`src/rtl/jellyvl_divider_pkg.sv`:
```
// jellyvl_divider_pkg: per-request tag shared by the sign-prep and sign-fixup stages of the signed divider
package jellyvl_divider_pkg;
  typedef struct packed {
    logic sign_q;
    logic sign_r;
    logic divzero;
  } t_div_tag;
endpackage

```
`src/rtl/jellyvl_divider_tag_fifo.sv`:
```
// jellyvl_divider_tag_fifo: synchronous tag FIFO with registered count and unregistered read data
module jellyvl_divider_tag_fifo
  import jellyvl_divider_pkg::*;
#(
  parameter int DEPTH = 4,
  localparam int AW = $clog2(DEPTH),
  localparam int CW = $clog2(DEPTH + 1)
) (
  input  logic          clk,
  input  logic          rst,
  input  logic          cke,
  input  t_div_tag      s_data,
  input  logic          s_valid,
  output logic          s_ready,
  output t_div_tag      m_data,
  output logic          m_valid,
  input  logic          m_ready,
  output logic [CW-1:0] count
);
  t_div_tag mem_q [DEPTH];
  logic [AW-1:0] wr_q, rd_q;
  logic [CW-1:0] cnt_q, cnt_d;
  logic push, pop;
  assign s_ready = cnt_q < CW'(DEPTH);
  assign m_valid = cnt_q != '0;
  assign m_data  = mem_q[rd_q];
  assign count   = cnt_q;
  assign push    = cke && s_valid && s_ready;
  assign pop     = cke && m_valid && m_ready;
  assign cnt_d   = cnt_q + CW'(push) - CW'(pop);
  always_ff @(posedge clk) begin
    if (push) mem_q[wr_q] <= s_data;
  end
  always_ff @(posedge clk) begin
    if (rst) begin
      wr_q  <= '0;
      rd_q  <= '0;
      cnt_q <= '0;
    end else begin
      if (push) wr_q <= wr_q + AW'(1);
      if (pop) rd_q <= rd_q + AW'(1);
      cnt_q <= cnt_d;
    end
  end
endmodule

```
`src/rtl/jellyvl_divider_signed_fixup.sv`:
```
// jellyvl_divider_signed_fixup: applies queued sign/divzero tags to unsigned divider results; JELLYVL_DIVIDER_SIGNED_FIXUP_ERRCNT_EN enables the divzero counter
module jellyvl_divider_signed_fixup
  import jellyvl_divider_pkg::*;
#(
  parameter int QUOTIENT_WIDTH  = 32,
  parameter int REMAINDER_WIDTH = 32,
  parameter int FIFO_DEPTH      = 4
) (
  input  logic                               clk,
  input  logic                               rst,
  input  logic                               cke,
  input  logic                               t_sign_q,
  input  logic                               t_sign_r,
  input  logic                               t_divzero,
  input  logic                               t_valid,
  output logic                               t_ready,
  input  logic [QUOTIENT_WIDTH-1:0]          s_quotient,
  input  logic [REMAINDER_WIDTH-1:0]         s_remainder,
  input  logic                               s_valid,
  output logic                               s_ready,
  output logic [QUOTIENT_WIDTH-1:0]          m_quotient,
  output logic [REMAINDER_WIDTH-1:0]         m_remainder,
  output logic                               m_divzero,
  output logic                               m_valid,
  input  logic                               m_ready,
  output logic [$clog2(FIFO_DEPTH+1)-1:0]    tag_count,
  output logic [15:0]                        err_count
);
  t_div_tag tag_in, tag;
  logic tag_valid, accept;
  logic [QUOTIENT_WIDTH-1:0] quot_d, quot_q;
  logic [REMAINDER_WIDTH-1:0] rem_d, rem_q;
  logic valid_q, divzero_q;
  assign tag_in  = '{sign_q: t_sign_q, sign_r: t_sign_r, divzero: t_divzero};
  assign s_ready = cke && tag_valid && (!valid_q || m_ready);
  assign accept  = s_valid && s_ready;
  jellyvl_divider_tag_fifo #(.DEPTH(FIFO_DEPTH)) u_tag_fifo (
    .clk    (clk),
    .rst    (rst),
    .cke    (cke),
    .s_data (tag_in),
    .s_valid(t_valid),
    .s_ready(t_ready),
    .m_data (tag),
    .m_valid(tag_valid),
    .m_ready(accept),
    .count  (tag_count)
  );
  always_comb begin
    quot_d = tag.divzero ? '1 : (tag.sign_q ? -s_quotient : s_quotient);
    rem_d  = tag.sign_r ? -s_remainder : s_remainder;
  end
  always_ff @(posedge clk) begin
    if (rst) begin
      valid_q   <= 1'b0;
      divzero_q <= 1'b0;
      quot_q    <= '0;
      rem_q     <= '0;
    end else if (cke) begin
      if (accept) begin
        valid_q   <= 1'b1;
        divzero_q <= tag.divzero;
        quot_q    <= quot_d;
        rem_q     <= rem_d;
      end else if (m_ready) begin
        valid_q <= 1'b0;
      end
    end
  end
  assign m_valid     = valid_q;
  assign m_divzero   = divzero_q;
  assign m_quotient  = quot_q;
  assign m_remainder = rem_q;
`ifdef JELLYVL_DIVIDER_SIGNED_FIXUP_ERRCNT_EN
  logic [15:0] err_q;
  always_ff @(posedge clk) begin
    if (rst) err_q <= '0;
    else if (cke && valid_q && m_ready && divzero_q && err_q != 16'hffff) err_q <= err_q + 16'd1;
  end
  assign err_count = err_q;
`else
  assign err_count = '0;
`endif
endmodule

```
`config.mk`:
```
export PLATFORM = sky130hd
export DESIGN_NAME = jellyvl_divider_signed_fixup
export DESIGN_NICKNAME = d
export VERILOG_FILES = /design/src/rtl/jellyvl_divider_pkg.sv /design/src/rtl/jellyvl_divider_tag_fifo.sv /design/src/rtl/jellyvl_divider_signed_fixup.sv
export SDC_FILE = /design/constraint.sdc
export NUM_CORES = 1
export LEC_CHECK = 0
export CAP_MARGIN = 10
export CORE_AREA = 10 10 162 89
export CTS_CLUSTER_SIZE = 24
export DETAILED_ROUTE_END_ITERATION = 16
export DIE_AREA = 0 0 172 99
export GPL_TIMING_DRIVEN = 0
export PLACE_DENSITY = 0.76
export SETUP_SLACK_MARGIN = 0.02
export SLEW_MARGIN = 20
export SYNTH_ARGS = -nofsm -noshare
export SYNTH_HDL_FRONTEND = slang
export SYNTH_SLANG_ARGS = --single-unit
```
`constraint.sdc`:
```
create_clock -name clk -period 3.03 [get_ports clk]
set_clock_uncertainty 0.2 [all_clocks]
set_input_delay 0.7575 -clock clk [delete_from_list [all_inputs] [get_ports clk]]
set_output_delay 0.7575 -clock clk [all_outputs]
set_load 0.01 [all_outputs]
```
Word level (Yosys, flattened, before mapping)
Memory sizes are Yosys's and may differ from the RTL's. A register that Yosys moved wholly into a read port is not among the register bits.
Index checks and enable logic that the tools add are counted.
{"block": "totals", "word_cells": 36, "memories": 1, "output_inout_bits": 87, "ram_bits": 12, "regBits": 73, "input_bits": 73}
{"block": "op_classes", "addsub": 6, "reduce_logical": 12, "magnitude_cmp": 1, "muxes": 9}
{"memory": "u_tag_fifo.mem_q", "depth": 4, "word_bits": 3, "rd": 1, "rd_clocked_by_memory_dff": 1, "wr": 1, "line_no": "jellyvl_divider_tag_fifo.sv:20", "text": "t_div_tag mem_q [DEPTH];"}
{"cell": "$mux W32", "n": 3}
{"cell": "$neg A32 Y32", "n": 2}
{"cell": "$logic_and A1 B1 Y1", "n": 6}
{"cell": "$add A2 B1 Y2 const B", "n": 2}
{"cell": "$mux W1", "n": 4}
{"cell": "$mux W2", "n": 2}
{"cell": "$reduce_and A2 Y1", "n": 2}
{"cell": "$add A3 B1 Y3", "n": 1}
{"cell": "$lt A3 B3 Y1 const B", "n": 1}
{"cell": "$reduce_bool A3 Y1", "n": 1}
{"cell": "$sub A3 B1 Y3", "n": 1}
{"cell": "$reduce_bool A2 Y1", "n": 1}
{"cell": "$logic_not A1 Y1", "n": 1}
{"cell": "$logic_or A1 B1 Y1", "n": 1}

Longest topological paths before layout
{"block": "logic_depth", "word_depth": 7, "ltp_mapped": 12, "ltp_nobuf": 10}

Hierarchy
A second synthesis with hierarchy kept.
{"block": "unflattened", "hier_cells": 544, "hier_area_um2": 4759.6}
{"mod": "jellyvl_divider_signed_fixup", "cells_per_inst": 481, "seq_area_each_um2": 1321.3, "instances": 1, "area_each_um2": 3854.9}
{"mod": "jellyvl_divider_tag_fifo", "cells_per_inst": 63, "seq_area_each_um2": 540.5, "instances": 1, "area_each_um2": 904.6}

Worst setup path before layout
Ideal clock, no wire load.
{"block": "synth_path", "path_kind": "input to register", "startpoint": "in m_ready", "endpoint": "reg u_tag_fifo.cnt_q[2] (netlist: u_tag_fifo.count[2])", "setup_time_ns": 0.128, "slack_ns": -0.107, "path_buffers": 2, "cell_stages": 12, "arrival_ns": 2.809, "required_time_ns": 2.702, "path_cell_list": "nand2b_1 nand4_1 inv_2 buf_2 buf_1 ha_1 inv_1 ha_1 fa_1 xnor2_1 xnor2_1 nor2_1"}
{"block": "synth_via", "elab_chain_len": 5}
{"element": "start: declaration", "line_no": "jellyvl_divider_signed_fixup.sv:25", "text": "input logic m_ready,"}
{"element": "$logic_or A1 B1 Y1", "line_no": "jellyvl_divider_signed_fixup.sv:35", "text": "assign s_ready = cke && tag_valid && (!valid_q || m_ready);"}
{"element": "$logic_and A1 B1 Y1", "line_no": "jellyvl_divider_signed_fixup.sv:35"}
{"element": "$logic_and A1 B1 Y1", "line_no": "jellyvl_divider_signed_fixup.sv:36", "text": "assign accept = s_valid && s_ready;"}
{"element": "$logic_and A1 B1 Y1", "line_no": "jellyvl_divider_tag_fifo.sv:29", "text": "assign pop = cke && m_valid && m_ready;"}
{"element": "named net u_tag_fifo.pop", "line_no": "jellyvl_divider_tag_fifo.sv:23", "text": "logic push, pop;"}
{"element": "$sub A3 B1 Y3", "line_no": "jellyvl_divider_tag_fifo.sv:30", "text": "assign cnt_d = cnt_q + CW'(push) - CW'(pop);"}
{"element": "end signal: assignment", "line_no": "jellyvl_divider_tag_fifo.sv:42", "text": "cnt_q <= cnt_d;"}
{"element": "end: declaration", "line_no": "jellyvl_divider_tag_fifo.sv:22", "text": "logic [CW-1:0] cnt_q, cnt_d;"}
The timed path passes the listed nets, and every way through them passes these cells.
A chain may end at the register's enable or synchronous reset.

Final worst setup path
{"block": "layout_path", "startpoint": "in s_quotient[2]", "endpoint": "reg quot_q[11] (netlist: m_quotient[11])"}
{"block": "layout_via", "elab_chain_len": 3}
{"element": "start: declaration", "line_no": "jellyvl_divider_signed_fixup.sv:17", "text": "input logic [QUOTIENT_WIDTH-1:0] s_quotient,"}
{"element": "$neg A32 Y32", "line_no": "jellyvl_divider_signed_fixup.sv:50", "text": "quot_d = tag.divzero ? '1 : (tag.sign_q ? -s_quotient : s_quotient);"}
{"element": "$mux W32 (2 in a row)", "line_no": "jellyvl_divider_signed_fixup.sv:50"}
{"element": "end signal: assignment", "line_no": "jellyvl_divider_signed_fixup.sv:63", "text": "quot_q <= quot_d;"}
{"element": "end: declaration", "line_no": "jellyvl_divider_signed_fixup.sv:31", "text": "logic [QUOTIENT_WIDTH-1:0] quot_d, quot_q;"}
Every way passes these cells.

==> impl_metrics.ini <==
[outcome]
outcome = finished, final reports clean

[global_route]
grt_first_pass_wirelength_microns = 25400
antenna_found_initial = 0
grt_usage_pct = 18.8
grt_overflow_total = 0
grt_pass1_vias = 4532
grt_max_degree = 20

[synthesis]
synth-xor-area-share_pct = 11.9
synth-simple-area-share_pct = 16.7
synth_compound_area_share_pct = 19.8
synth-adder-area-share_pct = 2.60
synthArstFlopShare_pct = 0
synth_top_family_by_area = compound AO/OA/AOI/OAI gates
ys_seq_area_share_pct = 40.2
synth-edff-count = 12
ys.flop_type = dfxtp_1
syn_area_per_cell_sq_um = 9.07
synth.distinct_cells = 42
netlist_area_sq_um = 4630
yosysWarnings = 0
synthMuxAreaShare_pct = 2.11
ys_ff_latch = 87
synthCells = 510

[critical_path]
rrSetupSlack_ns = 0.30
crit_required_ns = 3.08
timing.rr.end = u_tag_fifo.count[2]
critPathSlowestCell = nor3_1
critPathMaxFanout = 6
endpoint_kind = flop
crit_arrival_ns = 3.03
crit_type = in2reg
rr_startpoint = u_tag_fifo.count[0]
critPathTopFamily = simple AND/OR/NAND/NOR gates
worstSetupStartpointType = input pin
cp_cell_sequence = clkdlybuf4s50_1, nor3_1, nand3_1, o41ai_1, xor2_1, a211oi_1
crit_buf_inv = 1
r2r.worst_path.cells = 11
worst-path-stages = 6
crit_path_end = m_quotient[11]
startpoint = s_quotient[2]
max_stage_delay_ns = 0.54

[cts]
path_clk_slew_ns = 0.07
cts.hold.buffers_added = 0
clkLatencyLatePin_ns = 0.34
cts_max_level = 3
cts_root_buf = clkbuf_16
cts.sinks = 87
cts_made_buffers = 9
cts_tree = done
clockBufferDepth = 2

[die]
rows = 28
pin_count = 160
die_w_microns = 172
fp.coreArea_sq_um = 11600
die_h_microns = 99
dieArea_sq_um = 17000
initial_core_util_pct = 40.0

[placed_design]
dp_hpwl_microns = 13100
numPortBuffers = 143
finalWeightedCongestion = 0.927
place_area_sq_um = 6310

[cells_and_area]
antenna_cells = 0
area_growth_pct = 46.1
design_area_sq_um = 6760
fin_nets = 772
drive_gt1_share_pct = 10.6

[min_path]
min_path_type = reg2reg
min-delay-start = m_divzero

[power_and_ir_drop]
power_switching_uw = 1400
combPwrFrac_pct = 37.9
p_per_area_nw_per_um2 = 605
peakVddDrop_uv = 363
intPower_uw = 2690
power_frac_seq_pct = 36.2
pwr-share-clk_pct = 25.9
sw_frac_of_total_pct = 34.2
power_leakage_uw = 0.00240

[detailed_routing]
vias = 4482
via_per_inst = 5.30
remaining_drc_errors = 0
ant_nets = 0
routedWlPerCell_microns = 19.6
wl_microns = 16500
drtPass1Iterations = 5
drtIter0Drc = 292

[sta]
finalMaxSlewViolations = 0
rsz0062_at_grt = no
tightestPinTransition_ns = 0.621
setup_viol = 0
maxSlewHeadroom_pct = 58.6
min_period_ns = 2.98
fmax_ghz = 0.336
hold_slack_ns = 0.259
fin_crit_sh_pct = 98.4
hold_viol = 0

[run]
maxCapViolations = 0
## registers in the layout (all words and copies together) (netlist names), named ones only
signal and cells:
m_remainder 32, m_divzero 1, u_tag_fifo.wr_q 2, u_tag_fifo.count 3, m_valid 1, m_quotient 32
u_tag_fifo.mem_q 12, u_tag_fifo.rd_q 2
## per-layer routing
metal  track usage, %  wire length [microns]  share of wire [%]
met1             26.3                   7870                 48
met2             27.0                   7080                 43
met3             6.61                   1440                8.7
met4             3.82                    132               0.80
met5                0                      0                  0
## power groups by stage
| stage | Clock (uW) | Sequential [uW] | Combinational [uW] |
|---|---|---|---|
| 2_1_floorplan | 0 | 1560 | 711 |
| 3_3_place_gp | 0 | 1500 | 1450 |
| 6_report | 1060 | 1480 | 1550 |
| 3_5_place_dp | 0 | 1500 | 1490 |
| 5_1_grt | 1130 | 1500 | 1710 |
| 4_1_cts | 1080 | 1480 | 1510 |
## worst min-delay path: stages, from the launching register on
cell	delay, ns
dfxtp_1	0.31
nand2_1	0.05
a21oi_1	0.05
## timing repair
action / CTS / global route
buffers inserted: 2 / 10
setup endpoints to repair: 8 / 31
endpoints found under the hold margin: 0 / 0
gates resized for setup: 3 / 12
pin swaps: 2 / 5
## worst min-delay path by stage
stage / slack [ns] / end / cells after the start
floorplan: 0.28 / m_divzero / 2
global placement: 0.25 / m_divzero / 2
detailed placement: 0.25 / m_divzero / 2
CTS: 0.26 / m_divzero / 2
global route: 0.31 / m_divzero / 2
finish: 0.26 / m_divzero / 2
## cells in the mapped netlist, drive strengths merged, types with 3 or more instances
cell type | number | area [sq um]
a211oi | 61 | 458
a21oi | 4 | 20.0
and2 | 4 | 25.0
buf | 27 | 173
clkbuf | 20 | 75.1
dfxtp | 75 | 1500
edfxtp | 12 | 360
ha | 8 | 100
inv | 14 | 52.6
mux2i | 3 | 30.0
mux4 | 3 | 67.6
nand2 | 20 | 75.1
nand2b | 5 | 31.3
nand3 | 8 | 40.0
nand4 | 4 | 25.0
nor2 | 78 | 293
nor2b | 6 | 37.5
nor3 | 8 | 40.0
nor4 | 10 | 77.6
o21ai | 15 | 75.1
o31ai | 21 | 163
o41ai | 17 | 175
or3 | 9 | 61.3
or4 | 5 | 41.3
xnor2 | 5 | 43.8
xor2 | 58 | 508
## cells by family (layout without fill, tap and decap cells)
logic type / count (synthesis) / after routing
AOI/OAI and AO/OA: 122 / 122
xor gates and xnor gates: 63 / 63
adders and majority gates: 9 / 9
buffers and inverters: 61 / 231
DFF: 87 / 87
muxes: 6 / 6
other: 1 / 16
and+or+nand+nor: 161 / 161
## per-stage QoR
stage	util, %	instances	setup slack, ns	setup TNS, ns	power (uW)
floorplan	-	525	0.0568	0	2270
global placement	54.6	818	-0.769	-13.18	2940
detailed placement	54.6	818	-0.818	-15.90	2990
CTS	57.2	835	0.0100	0	4070
global route	58.5	845	0.00767	0	4330
finish	58.5	845	0.0495	0	4090
## final cells by class
| class | count | area [sq um] |
|---|---|---|
| Fill cell | 1012 | 4800 |
| Inverter | 14 | 52.6 |
| Timing Repair Buffer | 155 | 1530 |
| Tap cell | 150 | 188 |
| Buffer | 46 | 259 |
| Sequential cell | 87 | 1860 |
| Multi-Input combinational cell | 377 | 2590 |
| Clock inverter | 7 | 55.1 |
| Clock buffer | 9 | 225 |
## placed cells by master, fill, tap and decap left out, types with 4 or more instances in the layout
cell type,n
clkdlybuf4s50_1,140
buf_2,8
conb_1,16
inv_1,13
edfxtp_1,12
nor3_1,7
a21oi_1,4
xnor2_1,4
nand4_1,4
dfxtp_1,75
xor2_1,58
nand2b_1,4
a211oi_1,61
nand2_1,20
o21ai_0,15
and2_1,4
or3_1,7
nor4_1,5
nand3_1,8
or4_1,4
clkbuf_1,20
ha_1,8
o41ai_1,14
nor2_1,78
o31ai_1,19
clkbuf_16,9
buf_4,28
nor2b_1,6
No activity file was read; power rests on OpenSTA's default activity.
